File: src/rtl/cfg_reg_bank_if.sv
// Bus bundle for cfg_reg_bank: write/read request ports, error/update status and the exported registers.
// The master modport drives requests; the slave modport belongs to the register bank.
interface cfg_reg_bank_if #(
    parameter int WIDTH_REG = 8,
    parameter int ADDR      = 5,
    parameter int NUM_EXP   = 4
);
    logic                         i_wr_en;
    logic [ADDR-1:0]              i_wr_addr;
    logic [WIDTH_REG-1:0]         i_wr_data;
    logic [WIDTH_REG-1:0]         i_wr_mask;
    logic                         i_rd_en;
    logic [ADDR-1:0]              i_rd_addr;
    logic                         i_err_clr;
    logic [WIDTH_REG-1:0]         o_rd_data;
    logic                         o_rd_valid;
    logic                         o_err;
    logic [3:0]                   o_err_cnt;
    logic                         o_upd;
    logic [ADDR-1:0]              o_upd_addr;
    logic [NUM_EXP*WIDTH_REG-1:0] o_exp_regs;

    modport master (
        output i_wr_en, i_wr_addr, i_wr_data, i_wr_mask, i_rd_en, i_rd_addr, i_err_clr,
        input  o_rd_data, o_rd_valid, o_err, o_err_cnt, o_upd, o_upd_addr, o_exp_regs
    );

    modport slave (
        input  i_wr_en, i_wr_addr, i_wr_data, i_wr_mask, i_rd_en, i_rd_addr, i_err_clr,
        output o_rd_data, o_rd_valid, o_err, o_err_cnt, o_upd, o_upd_addr, o_exp_regs
    );
endinterface

File: src/rtl/cfg_reg_bank.sv
// Configuration register bank: masked writes, 1-cycle reads, read-only protection,
// saturating illegal-access counter and change notification for the exported low registers.
module cfg_reg_bank #(
    parameter int WIDTH_REG = 8,
    parameter int DEPTH_REG = 16,
    parameter int ADDR      = 5,
    parameter int NUM_EXP   = 4,
    parameter logic [DEPTH_REG-1:0]           RO_MASK = '0,
    parameter logic [DEPTH_REG*WIDTH_REG-1:0] RST_VAL =
        (DEPTH_REG*WIDTH_REG)'({WIDTH_REG'(32), WIDTH_REG'(8'h81), WIDTH_REG'(10), WIDTH_REG'(5)})
) (
    input  logic           i_Ref_clk,
    input  logic           i_rst,
    cfg_reg_bank_if.slave  bus
);
    localparam logic [ADDR:0] LP_DEPTH = (ADDR+1)'(DEPTH_REG);
    localparam logic [ADDR:0] LP_NEXP  = (ADDR+1)'(NUM_EXP);

    logic [WIDTH_REG-1:0] r_regs [DEPTH_REG];
    logic [WIDTH_REG-1:0] r_rd_data;
    logic                 r_rd_valid;
    logic                 r_err;
    logic [3:0]           r_err_cnt;
    logic                 r_upd;
    logic [ADDR-1:0]      r_upd_addr;

    logic [WIDTH_REG-1:0] w_rd_word;
    logic [WIDTH_REG-1:0] w_wr_old;
    logic [WIDTH_REG-1:0] w_wr_new;
    logic                 w_wr_ro;
    logic                 w_wr_in_range;
    logic                 w_rd_in_range;
    logic                 w_wr_legal;
    logic                 w_wr_ill;
    logic                 w_rd_ill;
    logic                 w_upd;
    logic [1:0]           w_err_inc;

    function automatic logic [3:0] sat_cnt(input logic [3:0] cnt, input logic [1:0] inc);
        logic [4:0] sum;
        sum = {1'b0, cnt} + {3'b000, inc};
        return (sum > 5'd15) ? 4'hF : sum[3:0];
    endfunction

    // Address decode; out-of-range reads fall through to zero
    always_comb begin
        w_rd_word = '0;
        w_wr_old  = '0;
        w_wr_ro   = 1'b0;
        for (int k = 0; k < DEPTH_REG; k++) begin
            if (bus.i_rd_addr == ADDR'(k)) w_rd_word = r_regs[k];
            if (bus.i_wr_addr == ADDR'(k)) begin
                w_wr_old = r_regs[k];
                w_wr_ro  = RO_MASK[k];
            end
        end
    end

    assign w_wr_in_range = {1'b0, bus.i_wr_addr} < LP_DEPTH;
    assign w_rd_in_range = {1'b0, bus.i_rd_addr} < LP_DEPTH;
    assign w_wr_legal    = bus.i_wr_en && w_wr_in_range && !w_wr_ro;
    assign w_wr_ill      = bus.i_wr_en && !w_wr_legal;
    assign w_rd_ill      = bus.i_rd_en && !w_rd_in_range;
    assign w_wr_new      = (w_wr_old & ~bus.i_wr_mask) | (bus.i_wr_data & bus.i_wr_mask);
    assign w_upd         = w_wr_legal && ({1'b0, bus.i_wr_addr} < LP_NEXP) && (w_wr_new != w_wr_old);
    assign w_err_inc     = {1'b0, w_wr_ill} + {1'b0, w_rd_ill};

    always_ff @(posedge i_Ref_clk or negedge i_rst) begin
        if (!i_rst) begin
            for (int k = 0; k < DEPTH_REG; k++) r_regs[k] <= RST_VAL[k*WIDTH_REG +: WIDTH_REG];
        end else if (w_wr_legal) begin
            for (int k = 0; k < DEPTH_REG; k++)
                if (bus.i_wr_addr == ADDR'(k)) r_regs[k] <= w_wr_new;
        end
    end

    // Status and read-return stage: everything below lands one cycle after the request
    always_ff @(posedge i_Ref_clk or negedge i_rst) begin
        if (!i_rst) begin
            r_rd_data  <= '0;
            r_rd_valid <= 1'b0;
            r_err      <= 1'b0;
            r_err_cnt  <= 4'h0;
            r_upd      <= 1'b0;
            r_upd_addr <= '0;
        end else begin
            r_rd_valid <= bus.i_rd_en;
            if (bus.i_rd_en) r_rd_data <= w_rd_word;
            r_err      <= w_wr_ill || w_rd_ill;
            r_err_cnt  <= bus.i_err_clr ? 4'h0 : sat_cnt(r_err_cnt, w_err_inc);
            r_upd      <= w_upd;
            if (w_upd) r_upd_addr <= bus.i_wr_addr;
        end
    end

    assign bus.o_rd_data  = r_rd_data;
    assign bus.o_rd_valid = r_rd_valid;
    assign bus.o_err      = r_err;
    assign bus.o_err_cnt  = r_err_cnt;
    assign bus.o_upd      = r_upd;
    assign bus.o_upd_addr = r_upd_addr;

    for (genvar g = 0; g < NUM_EXP; g++) begin : g_exp
        assign bus.o_exp_regs[g*WIDTH_REG +: WIDTH_REG] = r_regs[g];
    end
endmodule

File: src/flat_wrapper.sv
// flat-port wrapper written by rule: the top's interface ports become plain ports
module cfg_reg_bank_flat 
#(
    parameter int WIDTH_REG = 8,
    parameter int DEPTH_REG = 16,
    parameter int ADDR      = 5,
    parameter int NUM_EXP   = 4,
    parameter logic [DEPTH_REG-1:0]           RO_MASK = '0,
    parameter logic [DEPTH_REG*WIDTH_REG-1:0] RST_VAL =
        (DEPTH_REG*WIDTH_REG)'({WIDTH_REG'(32), WIDTH_REG'(8'h81), WIDTH_REG'(10), WIDTH_REG'(5)})
)
  (i_Ref_clk, i_rst, bus_i_wr_en, bus_i_wr_addr, bus_i_wr_data, bus_i_wr_mask, bus_i_rd_en, bus_i_rd_addr, bus_i_err_clr, bus_o_rd_data, bus_o_rd_valid, bus_o_err, bus_o_err_cnt, bus_o_upd, bus_o_upd_addr, bus_o_exp_regs);
  cfg_reg_bank_if #(.WIDTH_REG(WIDTH_REG), .ADDR(ADDR), .NUM_EXP(NUM_EXP)) bus_i ();
  input  logic i_Ref_clk;
  input  logic i_rst;
  input wire logic [$bits(bus_i.i_wr_en)-1:0] bus_i_wr_en;
  input wire logic [$bits(bus_i.i_wr_addr)-1:0] bus_i_wr_addr;
  input wire logic [$bits(bus_i.i_wr_data)-1:0] bus_i_wr_data;
  input wire logic [$bits(bus_i.i_wr_mask)-1:0] bus_i_wr_mask;
  input wire logic [$bits(bus_i.i_rd_en)-1:0] bus_i_rd_en;
  input wire logic [$bits(bus_i.i_rd_addr)-1:0] bus_i_rd_addr;
  input wire logic [$bits(bus_i.i_err_clr)-1:0] bus_i_err_clr;
  output wire logic [$bits(bus_i.o_rd_data)-1:0] bus_o_rd_data;
  output wire logic [$bits(bus_i.o_rd_valid)-1:0] bus_o_rd_valid;
  output wire logic [$bits(bus_i.o_err)-1:0] bus_o_err;
  output wire logic [$bits(bus_i.o_err_cnt)-1:0] bus_o_err_cnt;
  output wire logic [$bits(bus_i.o_upd)-1:0] bus_o_upd;
  output wire logic [$bits(bus_i.o_upd_addr)-1:0] bus_o_upd_addr;
  output wire logic [$bits(bus_i.o_exp_regs)-1:0] bus_o_exp_regs;
  assign bus_i.i_wr_en = bus_i_wr_en;
  assign bus_i.i_wr_addr = bus_i_wr_addr;
  assign bus_i.i_wr_data = bus_i_wr_data;
  assign bus_i.i_wr_mask = bus_i_wr_mask;
  assign bus_i.i_rd_en = bus_i_rd_en;
  assign bus_i.i_rd_addr = bus_i_rd_addr;
  assign bus_i.i_err_clr = bus_i_err_clr;
  assign bus_o_rd_data = bus_i.o_rd_data;
  assign bus_o_rd_valid = bus_i.o_rd_valid;
  assign bus_o_err = bus_i.o_err;
  assign bus_o_err_cnt = bus_i.o_err_cnt;
  assign bus_o_upd = bus_i.o_upd;
  assign bus_o_upd_addr = bus_i.o_upd_addr;
  assign bus_o_exp_regs = bus_i.o_exp_regs;
  cfg_reg_bank #(.WIDTH_REG(WIDTH_REG), .DEPTH_REG(DEPTH_REG), .ADDR(ADDR), .NUM_EXP(NUM_EXP), .RO_MASK(RO_MASK), .RST_VAL(RST_VAL)) u_core (.i_Ref_clk(i_Ref_clk), .i_rst(i_rst), .bus(bus_i));
endmodule
File: config.mk
export PLATFORM = sky130hd
export DESIGN_NAME = cfg_reg_bank_flat
export DESIGN_NICKNAME = d
export VERILOG_FILES = /design/src/rtl/cfg_reg_bank_if.sv /design/src/rtl/cfg_reg_bank.sv /design/src/flat_wrapper.sv
export SDC_FILE = /design/constraint.sdc
export NUM_CORES = 1
export LEC_CHECK = 0
export CORE_ASPECT_RATIO = 0.6
export CORE_MARGIN = 2
export CORE_UTILIZATION = 44
export CTS_BUF_LIST = sky130_fd_sc_hd__clkbuf_8 sky130_fd_sc_hd__clkbuf_16
export DETAILED_ROUTE_END_ITERATION = 16
export DONT_BUFFER_PORTS = 1
export PLACE_DENSITY_LB_ADDON = 0.2
export SYNTH_ARGS = -nofsm -noshare
export SYNTH_HDL_FRONTEND = slang
export SYNTH_SLANG_ARGS = --single-unit
File: constraint.sdc
create_clock -name i_Ref_clk -period 3.1 [get_ports i_Ref_clk]
set_clock_uncertainty 0.05 [all_clocks]
set_input_delay 0.62 -clock i_Ref_clk [delete_from_list [all_inputs] [get_ports i_Ref_clk]]
set_output_delay 0.62 -clock i_Ref_clk [all_outputs]
set_load 0.05 [all_outputs]
==> After elaboration in Yosys (flattened, before gate mapping) <==
Index checks and enable logic that the tools add are counted.
{ "totals": {"inputBits": 31, "output_inout_bits": 52, "elab_cells": 123, "regBits": 148} }
{ "op_classes": {"n_addsub": 2, "n_eq_ne": 31, "reduce_logical": 26, "magnitude_cmp": 4, "bitwise_logic": 4, "mux": 34} }
{ "op_table": {"columns": ["op", "count"], "rows": [
  ["2-to-1 mux 8 bit", 32],
  ["== test 5 x 4 -> 1 bit, second input constant", 16],
  ["== test 5 x 3 -> 1 bit, second input constant", 8],
  ["AND reduction 2 bit", 16],
  ["== test 5 x 2 -> 1 bit, second input constant", 4],
  ["AND 8 bit", 2],
  ["== test 5 x 1 -> 1 bit, second input constant", 2],
  ["logical NOT 5 bit", 2],
  ["less-than comparator 5 bit, second input constant", 2],
  ["2-to-1 mux 4 bit", 2],
  ["inequality test 8 bit", 1],
  ["inverter 8 bit", 1],
  ["OR 8 bit", 1],
  ["adder 4 x 2 -> 5 bit", 1],
  ["greater-than comparator 5 x 4 -> 1 bit, second input constant", 1],
  ["logical AND 1 bit", 5],
  ["less-than comparator 5 x 3 -> 1 bit, second input constant", 1],
  ["adder 1 x 1 -> 2 bit", 1],
  ["logical NOT 1 bit", 2],
  ["logical OR 1 bit", 1]
]} }

==> Logic depth before layout (Yosys ltp) <==
Gate-level depths: netlist of the first run.
{ "logic_depth": {"ltp_word": 21, "depth_mapped": 13} }

==> Worst setup path after synthesis of the first run <==
OpenSTA, ideal clock, no wires.
{ "synth_timing": {"path_kind": "input-to-reg", "startpoint": "input port bus_i_wr_addr[2]", "endpoint": "register u_core.r_upd_addr[0], in the netlist u_core.bus.o_upd_addr[0]", "required_time_ns": 2.922, "path_stages": 11, "slack_ns": -0.040, "arrival_time_ns": 2.962, "path_cell_list": "buf_4 buf_6 nor3_1 a2111oi_0 a211o_1 o22a_1 a311o_1 a2111oi_4 o2111ai_2 o21ai_4 mux2_1"} }
{ "synth_between": {"elab_chain_len": 21, "elab_cells_between_ends": 40, "classes_between": "2 x order compare; 16 x eq/ne; 16 x mux; 2 x bitwise; 4 x reduce/logical"} }
{ "synth_rtl": {"columns": ["element", "line_no", "rtl"], "rows": [
  ["start: declaration", "flat_wrapper.sv:17", "input wire logic [$bits(bus_i.i_wr_addr)-1:0] bus_i_wr_addr;"],
  ["logical NOT 5 bit", "cfg_reg_bank.sv:52", "if (bus.i_wr_addr == ADDR'(k)) begin"],
  ["2-to-1 mux 8 bit (16 in a row)", "cfg_reg_bank.sv:52", null],
  ["AND 8 bit", "cfg_reg_bank.sv:64", "assign w_wr_new = (w_wr_old & ~bus.i_wr_mask) | (bus.i_wr_data & bus.i_wr_mask);"],
  ["OR 8 bit", "cfg_reg_bank.sv:64", null],
  ["inequality test 8 bit", "cfg_reg_bank.sv:65", "assign w_upd = w_wr_legal && ({1'b0, bus.i_wr_addr} < LP_NEXP) && (w_wr_new != w_wr_old);"],
  ["logical AND 1 bit *", "cfg_reg_bank.sv:65", null],
  ["end signal: assignment", "cfg_reg_bank.sv:92", "if (w_upd) r_upd_addr <= bus.i_wr_addr;"],
  ["end: declaration", "cfg_reg_bank.sv:25", "logic [ADDR-1:0] r_upd_addr;"]
]} }
Every way passes the cells marked *; elsewhere a longest branch is shown, timed or not.
A chain may end at the register's enable or synchronous reset.

==> Worst setup path in the final report of the first run <==
{ "layout_timing": {"startpoint": "register u_core.r_regs, in the netlist u_core.bus.o_exp_regs[23]", "endpoint": "register u_core.r_upd_addr[0], in the netlist u_core.bus.o_upd_addr[0]"} }
{ "layout_between": {"elab_chain_len": 18} }
{ "layout_rtl": {"columns": ["element", "line_no", "rtl"], "rows": [
  ["start: declaration", "cfg_reg_bank.sv:19", "logic [WIDTH_REG-1:0] r_regs [DEPTH_REG];"],
  ["start signal: indexed assignment", "cfg_reg_bank.sv:73", "if (bus.i_wr_addr == ADDR'(k)) r_regs[k] <= w_wr_new;"],
  ["2-to-1 mux 8 bit * (14 in a row)", "cfg_reg_bank.sv:52", null],
  ["AND 8 bit", "cfg_reg_bank.sv:64", null],
  ["OR 8 bit", "cfg_reg_bank.sv:64", null],
  ["inequality test 8 bit *", "cfg_reg_bank.sv:65", null],
  ["logical AND 1 bit *", "cfg_reg_bank.sv:65", null]
]} }
Marked as above.

==> metrics.md, run 1 <==
| Metric | Value |
|---|---|
| Status | finished with violations |
| Failing checks | negative hold slack |
| Power Total | 5816 uW |
| FP Rows | 39 |
| Netlist cell types | 84 |
| RSZ-0062 raised after global routing | false |
| Setup slack, reg-to-reg | 0.16 ns |
| Synth warnings | 0 |
| Diode count | 0 |
| Largest net degree at the start of global routing | 149 |
| Comb pwr share | 19.3% |
| Post-DRT Antenna Nets | 0 |
| Initial antenna violation count | 0 |
| R2R depth | 9 |
| Startpoint Class | register |
| Post-synth ARST share | 100.0% |
| Critical Path AT | 3.21 ns |
| Initial Util | 45.55% |
| H-tree levels | 4 |
| Worst skew pair latency | 0.44 ns |
| Largest family of logic cells by synthesized area | compound AO/OA/AOI/OAI gates |
| Avg Inst Size Synth | 9.281 um^2 |
| Max stage delay on crit path | 0.53 ns |
| Number of vias per cell | 6.316 |
| Number of fill cells in the layout | 1,825 |
| Internal | 3891 uW |
| Max-slew violations | 0 |
| Global-route wire length before repair | 47,800 um |
| P_leak | 0.004321 uW |
| Setup TNS | 0 ns |
| Post-synthesis sequential area ratio | 42.28% |
| Die area | 21,140 um^2 |
| Mapped Cells | 946 |
| Final wirelength | 31,790 um |
| Crit-path slowest cell | dfstp_2 |
| Post-synth top area cell | dfrtp_1 |
| Worst VDD drop | 0.3836 mV |
| Fmax | 340.1 MHz |
| Worst Setup End Kind | register |
| Mux contribution to synthesized area | 11.74% |
| Synth top area share | 40.19% |
| EDFF count, synth | 0 |
| IO buf count | 0 |
| FF-to-FF End | u_core.bus.o_upd_addr[0]$_DFFE_PN0P_ |
| CP delay by family, top | compound AO/OA/AOI/OAI gates |
| Rel. slew slack | 41.94% |
| Minimum clock period | 2.940 ns |
| Hold WS | -0.1736 ns |
| Top post-synthesis cells by area | dfrtp_1 (40%), mux2_2 (7.2%), nand2_1 (4.7%), o21ai_0 (4.7%), mux2i_1 (3.5%) |
| Complex-gate fraction of the synthesized area | 20.74% |
| Min-Delay Path Class | in2async |
| Mapped Area | 8780 um^2 |
| Primary FF master, synth | dfrtp_1 |
| GRT overflow | 0 |
| Worst Tran Pin Value | 0.8643 ns |
| Clk slew on worst S/H paths | 0.06 ns |
| Sw Pwr | 1925 uW |
| RePlAce Congestion | 0.9811 |
| CTS tree | done |
| PD cells | 584.7 nW/um^2 |
| Layout cells sized above 1 | 23.06% |
| Routed WL per cell | 25.51 um |
| Layout area overhead | 13.30% |
| Critical path type | reg2reg |
| Simple-gate area share of the yosys netlist | 16.99% |
| Crit-path cells | mux2i_1, a22o_1, nor4_4, nor4_1, a311o_1, a2111oi_4, o2111ai_2, o21ai_4, mux2_1 |
| Adder-cell share of the synthesized area | 0.3705% |
| DRC viols | 0 |
| Die H | 113.4 um |
| Synthesized Nets | 979 |
| Synth Register Bits | 148 |
| Final setup viols | 0 |
| GRT Util Overall | 30.69% |
| Estimated wirelength of the detail-placed design | 23,120 um |
| Flop pwr share | 44.9% |
| Vias post-DR | 7,870 |
| Core area | 19,270 um^2 |
| Fin crit share | 94.84% |
| Number of global-route vias before repair | 7,336 |
| IO Pins | 83 |
| CTS buffer count | 17 |
| Number of DRC markers in iteration 0 | 1,072 |
| CTS Buffer Depth | 2 |
| Die width | 186.4 um |
| Origin of the worst setup path | u_core.bus.o_exp_regs[23]$_DFFE_PN1P_ |
| Switching part of the total power | 33.09% |
| Initial DRT Pass Iterations | 6 |
| Final Hold Viols | 144 |
| MaxCap Viol Count | 0 |
| Post-layout nets | 1,000 |
| Clock root cell | clkbuf_16 |
| Buffers & Inverters on Critical Path | 0 |
| CTS sink cnt | 148 |
| Max FO, Critical Path | 3 |
| Clock Power Share | 35.9% |
| Critical Path RT | 3.37 ns |
| Beginning of the worst register-to-register path | u_core.bus.o_exp_regs[23]$_DFFE_PN1P_ |
| XOR/XNOR share of the synthesized area | 0.1995% |
state kept, by name, summed over array words and instances, names as in the netlist:
| name | count |
|---|---|
| u_core.r_regs | 96 |
| u_core.bus.o_upd_addr | 5 |
| u_core.bus.o_exp_regs | 32 |
| u_core.bus.o_upd | 1 |
| u_core.bus.o_rd_data | 8 |
| u_core.bus.o_rd_valid | 1 |
| u_core.bus.o_err | 1 |
| u_core.bus.o_err_cnt | 4 |
worst max-delay path by stage:
stage	endpoint	slack (ns)	depth (start not counted)
5_1_grt	u_core.bus.o_upd_addr[0]$_DFFE_PN0P_	0.01	9
3_3_place_gp	u_core.bus.o_upd_addr[1]$_DFFE_PN0P_	-0.15	9
4_1_cts	u_core.bus.o_upd_addr[0]$_DFFE_PN0P_	0.07	9
2_1_floorplan	u_core.bus.o_upd_addr[0]$_DFFE_PN0P_	-0.009	11
3_5_place_dp	u_core.bus.o_upd_addr[0]$_DFFE_PN0P_	-0.17	9
6_report	u_core.bus.o_upd_addr[0]$_DFFE_PN0P_	0.16	9
layout make-up:
class / count / area, um^2 / area share (%)
multi-input combinational: 671 / 4439 / 44.63
inverter: 28 / 105.1 / 1.057
clock inverter: 13 / 133.9 / 1.346
timing repair buffer: 101 / 770.7 / 7.748
clock buffer: 19 / 452.9 / 4.553
sequential: 148 / 3712 / 37.32
tap: 266 / 332.8 / 3.346
cell families after synthesis:
| kind of cell | count (synthesis) |
|---|---|
| adder cells (fa/ha/maj) | 2 |
| multiplexers | 92 |
| buffers and inverters | 127 |
| XOR/XNOR | 2 |
| AND/OR/NAND/NOR | 304 |
| flip-flops | 148 |
| AO/OA/AOI/OAI | 271 |
cell usage in the layout, fill, tap and decap left out, types with 17 or more instances in the layout:
cell       Yosys  final
inv_1         27     28
o21ai_0       82     82
buf_4         37    100
nand2_1      111    111
dfrtp_1      141    141
mux2_2        56     56
nand3_1       19     19
mux2i_1       31     31
nor3_1        23     23
a21oi_1       55     54
clkbuf_16      0     17
nor2_1        66     66
nand2b_1      20     20
synthesized netlist by cell type (all sizes together) (4+ instances only):
cell / n
o21a: 4
or3b: 4
a211oi: 12
nand3: 19
o31ai: 7
a21o: 5
o21ai: 83
mux2i: 31
nor4: 6
inv: 28
dfrtp: 141
o221ai: 4
a221oi: 14
o22ai: 10
a22o: 8
a31oi: 9
or2: 4
nor2b: 10
nor2: 67
nand2: 112
a32oi: 6
clkbuf: 43
nor3: 24
a222oi: 9
a22oi: 10
nand3b: 4
a21oi: 55
mux2: 58
dfstp: 7
buf: 56
and3: 6
nor3b: 5
o211ai: 8
and2: 10
nand2b: 20
through the flow:
stage          worst slack (ns)  instances  instance area [um^2]  util (%)  hold WS [ns]
3_3_place_gp            -0.1480       1214                  9341     48.46        0.2801
5_1_grt                 0.01460       1246                  9947     51.61       -0.1941
3_5_place_dp            -0.1745       1214                  9341     48.46        0.2797
6_report                 0.1600       1246                  9947     51.61       -0.1736
2_1_floorplan         -0.009086        946                  8792         -        0.2744
4_1_cts                 0.06553       1246                  9935     51.54       -0.1894
worst reg2reg max path, cell delays in order, from the launching register on:
cell and delay [ns]:
dfstp_2 0.53, mux2i_1 0.08, a22o_1 0.27, nor4_4 0.28
nor4_1 0.11, a311o_1 0.43, a2111oi_4 0.33, o2111ai_2 0.20
o21ai_4 0.21, mux2_1 0.35
per-layer routing:
metal | global-route usage (%) | vias to the layer above | wire [um]
met5 | 1.810 | - | 49
met4 | 9.067 | 2 | 707
met2 | 39.90 | 515 | 12180
met3 | 10.06 | 56 | 3997
li1 | - | 3463 | -
met1 | 47.17 | 3834 | 14850
repair_timing:
action	in CTS	in global routing
hold endpoints to repair	146	146
gates resized for setup	1	2
gates cloned	0	0
setup buffers	0	0
pin swaps	0	1
endpoints found under the setup margin	2	2
power groups by stage:
stage,logic [uW],clock network [uW],registers (uW)
after floorplan,928,0,2510
after global placement,1080,0,2630
after detailed placement,1100,0,2630
after CTS,1110,2130,2600
after global routing,1200,2200,2640
final,1120,2090,2610
Power figures use the tool's default switching activity.
==> run 2, diff against run 1 <==
--- a/config.mk
+++ b/config.mk
@@ -5,6 +5,7 @@
 export SDC_FILE = /design/constraint.sdc
 export NUM_CORES = 1
 export LEC_CHECK = 0
+export ABC_CLOCK_PERIOD_IN_PS = 3100
 export CORE_ASPECT_RATIO = 0.6
 export CORE_MARGIN = 2
 export CORE_UTILIZATION = 44
==> results of run 2 <==
Same layout as run 1: the final DEF is identical, and so are final timing and power.
